===== config.mk =====
export PLATFORM = sky130hd
export DESIGN_NAME = uart_tx_core
export DESIGN_NICKNAME = d
export VERILOG_FILES = /design/src/rtl/uart_pkg.sv /design/src/rtl/uart_tx_fifo.sv /design/src/rtl/uart_tx_core.sv
export SDC_FILE = /design/constraint.sdc
export NUM_CORES = 1
export LEC_CHECK = 0
export ABC_AREA = 1
export BUFFER_PORTS_ARGS = -buffer_cell sky130_fd_sc_hd__buf_2
export CELL_PAD_IN_SITES_DETAIL_PLACEMENT = 1
export CELL_PAD_IN_SITES_GLOBAL_PLACEMENT = 1
export CORE_MARGIN = 2
export CORE_UTILIZATION = 40
export DETAILED_ROUTE_END_ITERATION = 10
export MAX_ROUTING_LAYER = met4
export PLACE_DENSITY_LB_ADDON = 0.25
export SETUP_SLACK_MARGIN = 0.05
export SLEW_MARGIN = 30
export SYNTH_ARGS = -nofsm -noshare
export SYNTH_HDL_FRONTEND = slang
export SYNTH_SLANG_ARGS = --single-unit

===== constraint.sdc =====
create_clock -name clk_i -period 2.93 [get_ports clk_i]
set_input_delay 0.1465 -clock clk_i [delete_from_list [all_inputs] [get_ports clk_i]]
set_output_delay 0.1465 -clock clk_i [all_outputs]
set_load 0.005 [all_outputs]

===== src/rtl/uart_pkg.sv =====
// Shared UART types and constants for the TX path (and the future RX path).
package uart_pkg;

    typedef enum logic [2:0] {IDLE, START, DATA, PARITY, STOP} uart_tx_state_e;

    localparam int   UART_DATA_BITS  = 8;
    localparam logic UART_IDLE_LEVEL = 1'b1;

    function automatic logic uart_even_parity(input logic [UART_DATA_BITS-1:0] data);
        return ^data;
    endfunction

endpackage


===== src/rtl/uart_tx_fifo.sv =====
// Generic synchronous FIFO: push is dropped when full, pop is dropped when empty.
module uart_tx_fifo #(
    parameter int DEPTH = 4,
    parameter int WIDTH = 8
) (
    input  logic                     loop_clk,
    input  logic                     rst,
    input  logic                     push,
    input  logic [WIDTH-1:0]         wdata,
    input  logic                     pop,
    output logic [WIDTH-1:0]         rdata,
    output logic                     full,
    output logic                     empty,
    output logic [$clog2(DEPTH):0]   count
);

    localparam int AW = $clog2(DEPTH);

    logic [WIDTH-1:0] mem [DEPTH];
    logic [AW-1:0]    wr_ptr;
    logic [AW-1:0]    rd_ptr;
    logic [AW:0]      cnt;
    logic             do_push;
    logic             do_pop;

    assign full    = (cnt == (AW+1)'(DEPTH));
    assign empty   = (cnt == '0);
    assign do_push = push && !full;
    assign do_pop  = pop && !empty;
    assign rdata   = mem[rd_ptr];
    assign count   = cnt;

    // DEPTH is a power of two, so the pointers wrap on their own
    always_ff @(posedge loop_clk) begin
        if (rst) begin
            wr_ptr <= '0;
            rd_ptr <= '0;
            cnt    <= '0;
        end else begin
            if (do_push) wr_ptr <= wr_ptr + AW'(1);
            if (do_pop)  rd_ptr <= rd_ptr + AW'(1);
            if (do_push && !do_pop)      cnt <= cnt + (AW+1)'(1);
            else if (!do_push && do_pop) cnt <= cnt - (AW+1)'(1);
        end
    end

    always_ff @(posedge loop_clk) begin
        if (do_push) mem[wr_ptr] <= wdata;
    end

endmodule


===== src/rtl/uart_tx_core.sv =====
// UART transmitter: byte FIFO feeding an 8N1 / 8E1 serialiser with a per-frame baud divisor.
module uart_tx_core
    import uart_pkg::*;
#(
    parameter int PARITY_EN  = 0,
    parameter int FIFO_DEPTH = 4,
    parameter int DIV_W      = 16
) (
    input  logic                          clk_i,
    input  logic                          rst_i,
    input  logic                          cfg_en_i,
    input  logic [DIV_W-1:0]              cfg_div_i,
    input  logic [UART_DATA_BITS-1:0]     tx_data_i,
    input  logic                          tx_valid_i,
    output logic                          tx_ready_o,
    output logic                          tx_o,
    output logic                          busy_o,
    output logic [$clog2(FIFO_DEPTH):0]   fifo_count_o
);

    uart_tx_state_e              state_q;
    logic [UART_DATA_BITS-1:0]   shift_q;
    logic [2:0]                  bit_idx_q;
    logic [DIV_W-1:0]            div_q;
    logic [DIV_W-1:0]            cnt_q;
    logic                        parity_q;
    logic                        tx_q;
    logic                        fifo_full;
    logic                        fifo_empty;
    logic                        fifo_pop;
    logic [UART_DATA_BITS-1:0]   fifo_rdata;
    logic                        bit_done;

    assign fifo_pop = (state_q == IDLE) && !fifo_empty && cfg_en_i;
    assign bit_done = (cnt_q == '0);

    uart_tx_fifo #(
        .DEPTH (FIFO_DEPTH),
        .WIDTH (UART_DATA_BITS)
    ) u_fifo (
        .loop_clk (clk_i),
        .rst      (rst_i),
        .push     (tx_valid_i),
        .wdata    (tx_data_i),
        .pop      (fifo_pop),
        .rdata    (fifo_rdata),
        .full     (fifo_full),
        .empty    (fifo_empty),
        .count    (fifo_count_o)
    );

    // Control: each state holds tx_q for div_q+1 cycles, advancing when cnt_q hits 0
    always_ff @(posedge clk_i) begin
        if (rst_i) begin
            state_q   <= IDLE;
            tx_q      <= UART_IDLE_LEVEL;
            cnt_q     <= '0;
            bit_idx_q <= '0;
        end else begin
            if (state_q != IDLE && !bit_done) cnt_q <= cnt_q - DIV_W'(1);
            case (state_q)
                IDLE: begin
                    if (fifo_pop) begin
                        state_q <= START;
                        tx_q    <= 1'b0;
                        cnt_q   <= cfg_div_i;
                    end
                end
                START: begin
                    if (bit_done) begin
                        state_q   <= DATA;
                        tx_q      <= shift_q[0];
                        cnt_q     <= div_q;
                        bit_idx_q <= '0;
                    end
                end
                DATA: begin
                    if (bit_done) begin
                        cnt_q <= div_q;
                        if (bit_idx_q == 3'd7) begin
                            if (PARITY_EN != 0) begin
                                state_q <= PARITY;
                                tx_q    <= parity_q;
                            end else begin
                                state_q <= STOP;
                                tx_q    <= UART_IDLE_LEVEL;
                            end
                        end else begin
                            bit_idx_q <= bit_idx_q + 3'd1;
                            tx_q      <= shift_q[1];
                        end
                    end
                end
                PARITY: begin
                    if (bit_done) begin
                        state_q <= STOP;
                        tx_q    <= UART_IDLE_LEVEL;
                        cnt_q   <= div_q;
                    end
                end
                STOP: begin
                    if (bit_done) begin
                        state_q <= IDLE;
                        tx_q    <= UART_IDLE_LEVEL;
                    end
                end
                default: begin
                    state_q <= IDLE;
                    tx_q    <= UART_IDLE_LEVEL;
                end
            endcase
        end
    end

    // Frame data: loaded on pop, shifted so shift_q[1] is always the next data bit
    always_ff @(posedge clk_i) begin
        if (fifo_pop) begin
            shift_q  <= fifo_rdata;
            div_q    <= cfg_div_i;
            parity_q <= uart_even_parity(fifo_rdata);
        end else if (state_q == DATA && bit_done) begin
            shift_q  <= shift_q >> 1;
        end
    end

    assign tx_o       = tx_q;
    assign tx_ready_o = !fifo_full;
    assign busy_o     = (state_q != IDLE) || !fifo_empty;

endmodule

==> reports/metrics.csv, run 1 <==
stage,metric,value,unit
run_status,status,finished clean,
global_routing,first-pass GRT wire length,16.2,mm
setup_path,R2R depth,13,
timing,Final min period,2.34,ns
layout,fraction of layout cells with a size suffix above 1,12.4,%
timing,final-report hold violation count,0,
setup_path,critical path type,register to register,
synthesis,"area leader, netlist",edfxtp_1,
timing,Max Clk Rate,428,MHz
clocking,clock sinks,88,
setup_path,CP Data Required Time,3.18,ns
timing,RSZ-0062 raised after global routing,false,
layout,Final #Nets,543,
die,die area,11100,µm²
placed_design,HPWL Detailed,6.66,mm
power,Power Dens Cells,995,nW/µm²
clocking,CTS H-tree depth,3,
synthesis,register area share after synthesis,56.4,%
synthesis,syn nets,487,
setup_path,RR Endpoint,u_fifo.count[2],
timing,setup TNS,0,ns
detailed_routing,TritonRoute pass-1 iters,4,
hold_path,Hold EP,cnt_q[7],
hold_path,worst hold path type,input pin to register,
setup_path,largest fanout on the critical path,17,
synthesis,top post-synthesis cells by area,"edfxtp_1, dfxtp_1, nand2_1, nor2_1, inv_1",
die,width of the die,105,µm
setup_path,CP endpoint kind,register,
job,max cap viols,0,
timing,skew final,0.0115,ns
setup_path,Critical Path AT,2.58,ns
detailed_routing,average wire per standard cell,14.9,µm
power,Leakage,0.00194,µW
global_routing,largest net degree at the start of global routing,53,
timing,slew margin rel.,37.5,%
global_routing,initial antenna violation count,0,
timing,max-slew violation count,0,
clocking,post-CTS resize count,0,
global_routing,grt total ovfl,0,
synthesis,number of synthesized flops with an enable pin,56,
timing,Worst Tran Pin Value,0.934,ns
die,placement row count,37,
timing,Final setup viols,0,
power,Max VDD drop,0.287,mV
synthesis,Mapped Cells,449,
detailed_routing,DRT antenna net count,0,
die,Core Footprint,10100,µm²
hold_path,Hold Crit Start,rst_i,
detailed_routing,Total Wirelength,9.62,mm
detailed_routing,starting DRC count in detailed routing,63,
placed_design,placer congestion estimate,0.833,
setup_path,worst path cell trace,nor2_1 -> inv_1 -> nor2_4 -> inv_2 -> nor2_4 -> inv_2 -> ha_1 -> inv_1 -> fa_1 -> a21oi_1 -> o21ai_0 -> o21ai_0 -> a21oi_1,
detailed_routing,Vias,3188,
hold_path,Hold Path Stages,2,
clocking,clock network latency to the later pin of the worst-skew pair,0.37,ns
synthesis,Avg Synthesized Cell Area,9.17,µm²
setup_path,largest stage delay on the critical path,0.39,ns
timing,Final period util,79.7,%
synthesis,"Top FF cell, synth",edfxtp_1,
synthesis,Post-synth ARST share,0,%
clocking,CTS tree,done,
global_routing,GRT Overall Usage,19.3,%
power,Tot Pwr,4790,µW
placed_design,Port Buf Inserts,33,
detailed_routing,DRC Markers,0,
synthesis,post-synth top area share,40.9,%
layout,Area Overhead vs Synth,17.0,%
detailed_routing,via-per-instance ratio,4.93,
layout,Antenna diodes,0,
synthesis,#FFs+latches synth,88,
clocking,"Reg clk slew, reported paths",0.10,ns
synthesis,synthesized area,4120,µm²
setup_path,CP max-delay cell,fa_1,
global_routing,vias in the first global route,3339,
clocking,TritonCTS buffer count,9,
die,Initial Util,40.6,%
die,I/O pin total,34,
synthesis,number of distinct library cells after synthesis,31,
die,die height,105,µm
synthesis,Synth warnings,0,
clocking,Clock Root Buffer,clkbuf_8,
setup_path,RR Startpoint,state_q[0],
setup_path,Startpoint Class,register,
setup_path,r2r setup slk,0.59,ns
layout,# fillers,1173,
clocking,Longest Clk Path Bufs,2,
[state kept, by name (all words and copies together) (netlist names), named ones only]
signal	flops
bit_idx_q	3
div_q	16
shift_q	8
u_fifo.rd_ptr	2
u_fifo.count	3
state_q	3
cnt_q	16
u_fifo.wr_ptr	2
u_fifo.mem	32
tx_o	1
[power breakdown]
part | switching [µW] | total, µW | internal [µW]
clock network | 468 | 875 | 407
logic | 1350 | 2040 | 698
registers | 211 | 1870 | 1660
total | 2020 | 4790 | 2770
[kinds of logic (layout without fill, tap and decap cells)]
| group | Yosys count | count (layout) | synth area share, % |
|---|---|---|---|
| and+or+nand+nor | 205 | 205 | 21.2 |
| DFF | 88 | 88 | 56.4 |
| AOI/OAI and AO/OA | 83 | 83 | 11.6 |
| buffers and inverters | 56 | 117 | 6.14 |
| adders and majority gates | 10 | 10 | 3.22 |
| xor gates and xnor gates | 7 | 7 | 1.49 |
[final cells by class]
| class | count | area, µm² | area share (%) |
|---|---|---|---|
| inverter | 42 | 160 | 3.33 |
| timing repair buffer | 59 | 420 | 8.73 |
| multi-input combinational | 305 | 1540 | 32.0 |
| sequential | 88 | 2320 | 48.2 |
| tap | 136 | 170 | 3.53 |
| clock buffer | 10 | 128 | 2.65 |
| clock inverter | 6 | 72.6 | 1.51 |
[Yosys cell counts (2+ instances only)]
cell      count
o21ai_0      26
nor2_4        4
nand3_1      20
nand2_1      94
buf_6         4
a22oi_1      16
inv_2         2
nor2_2        3
edfxtp_1     56
xor2_1        7
nand3b_1      3
nor2_1       77
clkbuf_1      6
buf_2         2
ha_1          9
a21oi_1      29
inv_1        39
buf_4         2
a31oi_1       7
dfxtp_1      32
[per-layer routing]
layer / global-route usage (%) / wire length [µm] / vias up
met5: - / 0 / -
met3: 4.39 / 202 / 13
li1: - / - / 1618
met1: 21.9 / 4180 / 1523
met4: 6.29 / 187 / 0
met2: 33.8 / 5050 / 34
[per-stage QoR]
| step | area (µm²) | worst slack (ns) | utilization [%] | instances | hold WS [ns] |
|---|---|---|---|---|---|
| 3_3_place_gp | 4370 | 0.703 | 43.1 | 606 | 0.341 |
| 3_5_place_dp | 4370 | 0.608 | 43.1 | 606 | 0.341 |
| 4_1_cts | 4810 | 0.594 | 47.5 | 646 | 0.213 |
| 6_report | 4810 | 0.595 | 47.5 | 646 | 0.226 |
| 5_1_grt | 4810 | 0.375 | 47.5 | 646 | 0.237 |
| 2_1_floorplan | 4120 | 0.846 | - | 449 | 0.245 |
[worst max-delay path by stage]
| stage | from | to | slack, ns | cells after the start |
|---|---|---|---|---|
| 6_report | state_q[0] | u_fifo.count[2] | 0.59 | 13 |
| 5_1_grt | state_q[0] | u_fifo.count[2] | 0.37 | 13 |
| 4_1_cts | state_q[0] | u_fifo.count[2] | 0.59 | 13 |
| 3_5_place_dp | state_q[0] | u_fifo.count[2] | 0.61 | 13 |
| 3_3_place_gp | state_q[0] | u_fifo.count[2] | 0.70 | 13 |
| 2_1_floorplan | state_q[0] | u_fifo.count[2] | 0.85 | 14 |
[repair_timing]
action | CTS | global route
setup endpoints to repair | 0 | 0
hold buffers | 24 | 0
setup buffers | 0 | 0
endpoints found under the hold margin | 48 | 0
[cell usage in the layout (no fill, tap or decap), types with 4 or more instances in the layout]
cell type / n
xor2_1: 7
nor2_1: 77
buf_2: 33
dlygate4sd3_1: 24
a22oi_1: 16
inv_1: 39
nand3_1: 20
clkbuf_8: 9
o21ai_0: 26
nor2_4: 4
edfxtp_1: 56
nand2_1: 94
a31oi_1: 7
ha_1: 9
a21oi_1: 29
dfxtp_1: 32
inv_6: 4
[critical path, delay by kind of cell (launching register included)]
kind	cells	cell delay [ns]
compound gates	4	0.48
flops	1	0.38
fa+ha+maj	2	0.60
simple gates	3	0.17
buf+inv	4	0.57
(Power assumes the default switching activity.)
==> inputs of run 2 (changes only) <==
==> constraint.sdc (replaced) <==
create_clock -name clk_i -period 2.3 [get_ports clk_i]
set_input_delay 0.115 -clock clk_i [delete_from_list [all_inputs] [get_ports clk_i]]
set_output_delay 0.115 -clock clk_i [all_outputs]
set_load 0.005 [all_outputs]
==> run 2 against run 1 <==
Global-route usage down 0.40 points. Critical path depth unchanged. Clock power up 22%. Power up 27%. Register-to-register slack worse by 0.29 ns. Routed wire length down 2.4%. Non-clock buffer count up 6. Sequential share of layout area down 0.43 points. First-iteration DRC count up 52%. Sequential cell count unchanged. Critical endpoint unchanged. Highest routed layer unchanged.
==> reports/metrics.csv, run 2 (synthesis results as in run 1) <==
stage,metric,value,unit,change
detailed_routing,met3 WL,221,µm,+9.4%
power,Max VDD drop,0.538,mV,+88%
placed_design,HPWL Detailed,6.54,mm,-1.8%
clocking,Clock Root Buffer,clkbuf_8,,
setup_path,CP Data Required Time,2.55,ns,-0.63 ns
setup_path,CP max-delay cell,dfxtp_1,,
layout,max FFs per register,32,,unchanged
timing,final-report hold violation count,0,,unchanged
detailed_routing,DRC Markers,0,,unchanged
clocking,clock sinks,88,,unchanged
hold_path,Hold EP,u_fifo.wr_ptr[0],,
clocking,Longest Clk Path Bufs,2,,unchanged
detailed_routing,top layer in use,met4,,
setup_path,largest stage delay on the critical path,0.38,ns,about the same
die,Core Footprint,10100,µm²,unchanged
die,Initial Util,40.6,%,unchanged
setup_path,RR Startpoint,state_q[1],,
job,max cap viols,0,,unchanged
layout,Area Overhead vs Synth,18.0,%,
power,Leakage,0.00197,µW,+1.5%
timing,max-slew violation count,0,,unchanged
placed_design,placer congestion estimate,0.836,,+0.43%
global_routing,GRT Overall Usage,18.9,%,-0.40 points
clocking,TritonCTS buffer count,9,,unchanged
setup_path,r2r setup slk,0.31,ns,-0.29 ns
layout,Post-Layout Cell Count,652,,+0.93%
placed_design,DP Worst Slack,0.247,ns,-0.360 ns
setup_path,R2R depth,13,,unchanged
timing,Final min period,1.99,ns,-0.341 ns
setup_path,largest fanout on the critical path,4,,-13
global_routing,first-pass GRT wire length,16.2,mm,-0.38%
setup_path,CP bufs+invs,4,,unchanged
setup_path,Startpoint Class,register,,
detailed_routing,Total Wirelength,9.39,mm,-2.4%
run_status,status,finished clean,,
clocking,clock network latency to the later pin of the worst-skew pair,0.36,ns,about the same
detailed_routing,DRT antenna net count,0,,unchanged
die,die height,105,µm,unchanged
timing,Final setup viols,0,,unchanged
clocking,CTS tree,done,,
die,die area,11100,µm²,unchanged
setup_path,critical path type,register to register,,
detailed_routing,starting DRC count in detailed routing,96,,+52%
die,width of the die,105,µm,unchanged
timing,Max Clk Rate,501,MHz,+17%
layout,fraction of layout cells with a size suffix above 1,13.8,%,+1.4 points
die,placement row count,37,,unchanged
detailed_routing,TritonRoute pass-1 iters,4,,unchanged
hold_path,Hold Crit Start,tx_valid_i,,
layout,"commonest cells after routing, fill and taps aside","nand2_1, nor2_1, edfxtp_1",,
timing,skew final,0.00946,ns,-0.00204 ns
setup_path,worst path cell trace,nor2_1 -> inv_1 -> nor2_4 -> inv_2 -> nor2_4 -> inv_2 -> ha_1 -> inv_1 -> fa_1 -> a21oi_1 -> o21ai_0 -> o21ai_1 -> a21oi_1,,
detailed_routing,Met2 Wirelength,4.91,mm,-2.8%
timing,Worst Tran Pin Value,0.570,ns,-0.363 ns
layout,Final #Nets,549,,+1.1%
layout,"most common cell after layout, fill and taps aside",nand2_1,,
timing,post-route worst setup slack,0.306,ns,-0.289 ns
clocking,"Reg clk slew, reported paths",0.10,ns,about the same
timing,RSZ-0062 raised after global routing,false,,
die,I/O pin total,34,,unchanged
clocking,CTS H-tree depth,3,,unchanged
setup_path,CP endpoint kind,register,,
setup_path,RR Endpoint,u_fifo.count[2],,
detailed_routing,average wire per standard cell,14.4,µm,-3.3%
global_routing,vias in the first global route,3434,,+2.8%
layout,register bank with the most flops,u_fifo.mem,,
timing,setup TNS,0,ns,unchanged
detailed_routing,Metal-1 WL,4.08,mm,-2.5%
setup_path,Critical Path AT,2.25,ns,-0.33 ns
global_routing,initial antenna violation count,0,,unchanged
power,Power Dens Cells,1250,nW/µm²,+26%
global_routing,grt total ovfl,0,,unchanged
detailed_routing,Vias,3248,,+1.9%
detailed_routing,via-per-instance ratio,4.98,,+0.94%
timing,slew margin rel.,62.0,%,+24 points
placed_design,Port Buf Inserts,33,,unchanged
timing,Final period util,86.7,%,+7.0 points
hold_path,Hold Path Stages,3,,+1
layout,Antenna diodes,0,,unchanged
layout,Top Registers,"u_fifo.mem: 32 flops, cnt_q: 16 flops, div_q: 16 flops",,
setup_path,Top Family by Delay on Critical Path,adder cells,,
global_routing,largest net degree at the start of global routing,53,,unchanged
placed_design,placed cell count,612,,+0.99%
hold_path,worst hold path type,input pin to register,,
power,Tot Pwr,6070,µW,+27%
-- run 2: cell count changes in the layout (fill, tap and decap cells not counted), sizes merged --
cell / previous run / this run
bufinv: 1 / 0
clkbuf: 10 / 9
buf: 35 / 41
clkinv: 0 / 2
-- run 2: layer usage --
metal	track usage [%]	vias up
met3	2.72	17
met4	8.57	0
li1	-	1626
met5	-	-
met1	21.3	1566
met2	33.4	39
-- run 2: what timing repair did --
action,in CTS,in global routing
setup endpoints to repair,0,1
gates resized for setup,0,2
endpoints found under the hold margin,48,0
buffers inserted,0,0
hold buffers,24,0
-- run 2: where the power goes --
part / internal (µW) / leakage [µW] / total [µW] / switching (µW)
logic: 922 / 0.00110 / 2650 / 1730
clock network: 427 / 0.0000970 / 1070 / 642
registers: 2110 / 0.000779 / 2350 / 236
-- run 2: how the worst max path moves through the flow --
stage               startpoint               to  slack [ns]  depth (start not counted)
3_5_place_dp   u_fifo.count[1]  u_fifo.count[2]        0.25                         11
2_1_floorplan       state_q[0]  u_fifo.count[2]        0.22                         14
6_report            state_q[1]  u_fifo.count[2]        0.31                         13
3_3_place_gp        state_q[0]  u_fifo.count[2]        0.35                         13
5_1_grt             state_q[0]  u_fifo.count[2]        0.09                         13
4_1_cts        u_fifo.count[1]  u_fifo.count[2]        0.22                         11
-- run 2: final cells by class --
class / count / area (µm²)
inverter: 42 / 160
clock inverter: 7 / 72.6
fill: 1158 / 5280
clock buffer: 9 / 124
multi-input combinational: 305 / 1540
timing repair buffer: 65 / 465
sequential: 88 / 2320
tap: 136 / 170
-- run 2: stage by stage --
step	cell area, µm²	hold WS (ns)	utilization, %
floorplan	4120	0.214	-
global placement	4420	0.308	43.6
detailed placement	4420	0.309	43.6
CTS	4860	0.184	47.9
global route	4860	0.133	47.9
finish	4860	0.129	47.9
-- run 2: worst reg2reg max path: stages (launching register included) --
cell and delay (ns):
dfxtp_1 0.38, nor2_1 0.07, inv_1 0.11, nor2_4 0.05, inv_2 0.14, nor2_4 0.05
inv_2 0.05, ha_1 0.15, inv_1 0.07, fa_1 0.38, a21oi_1 0.14, o21ai_0 0.12
o21ai_1 0.14, a21oi_1 0.05
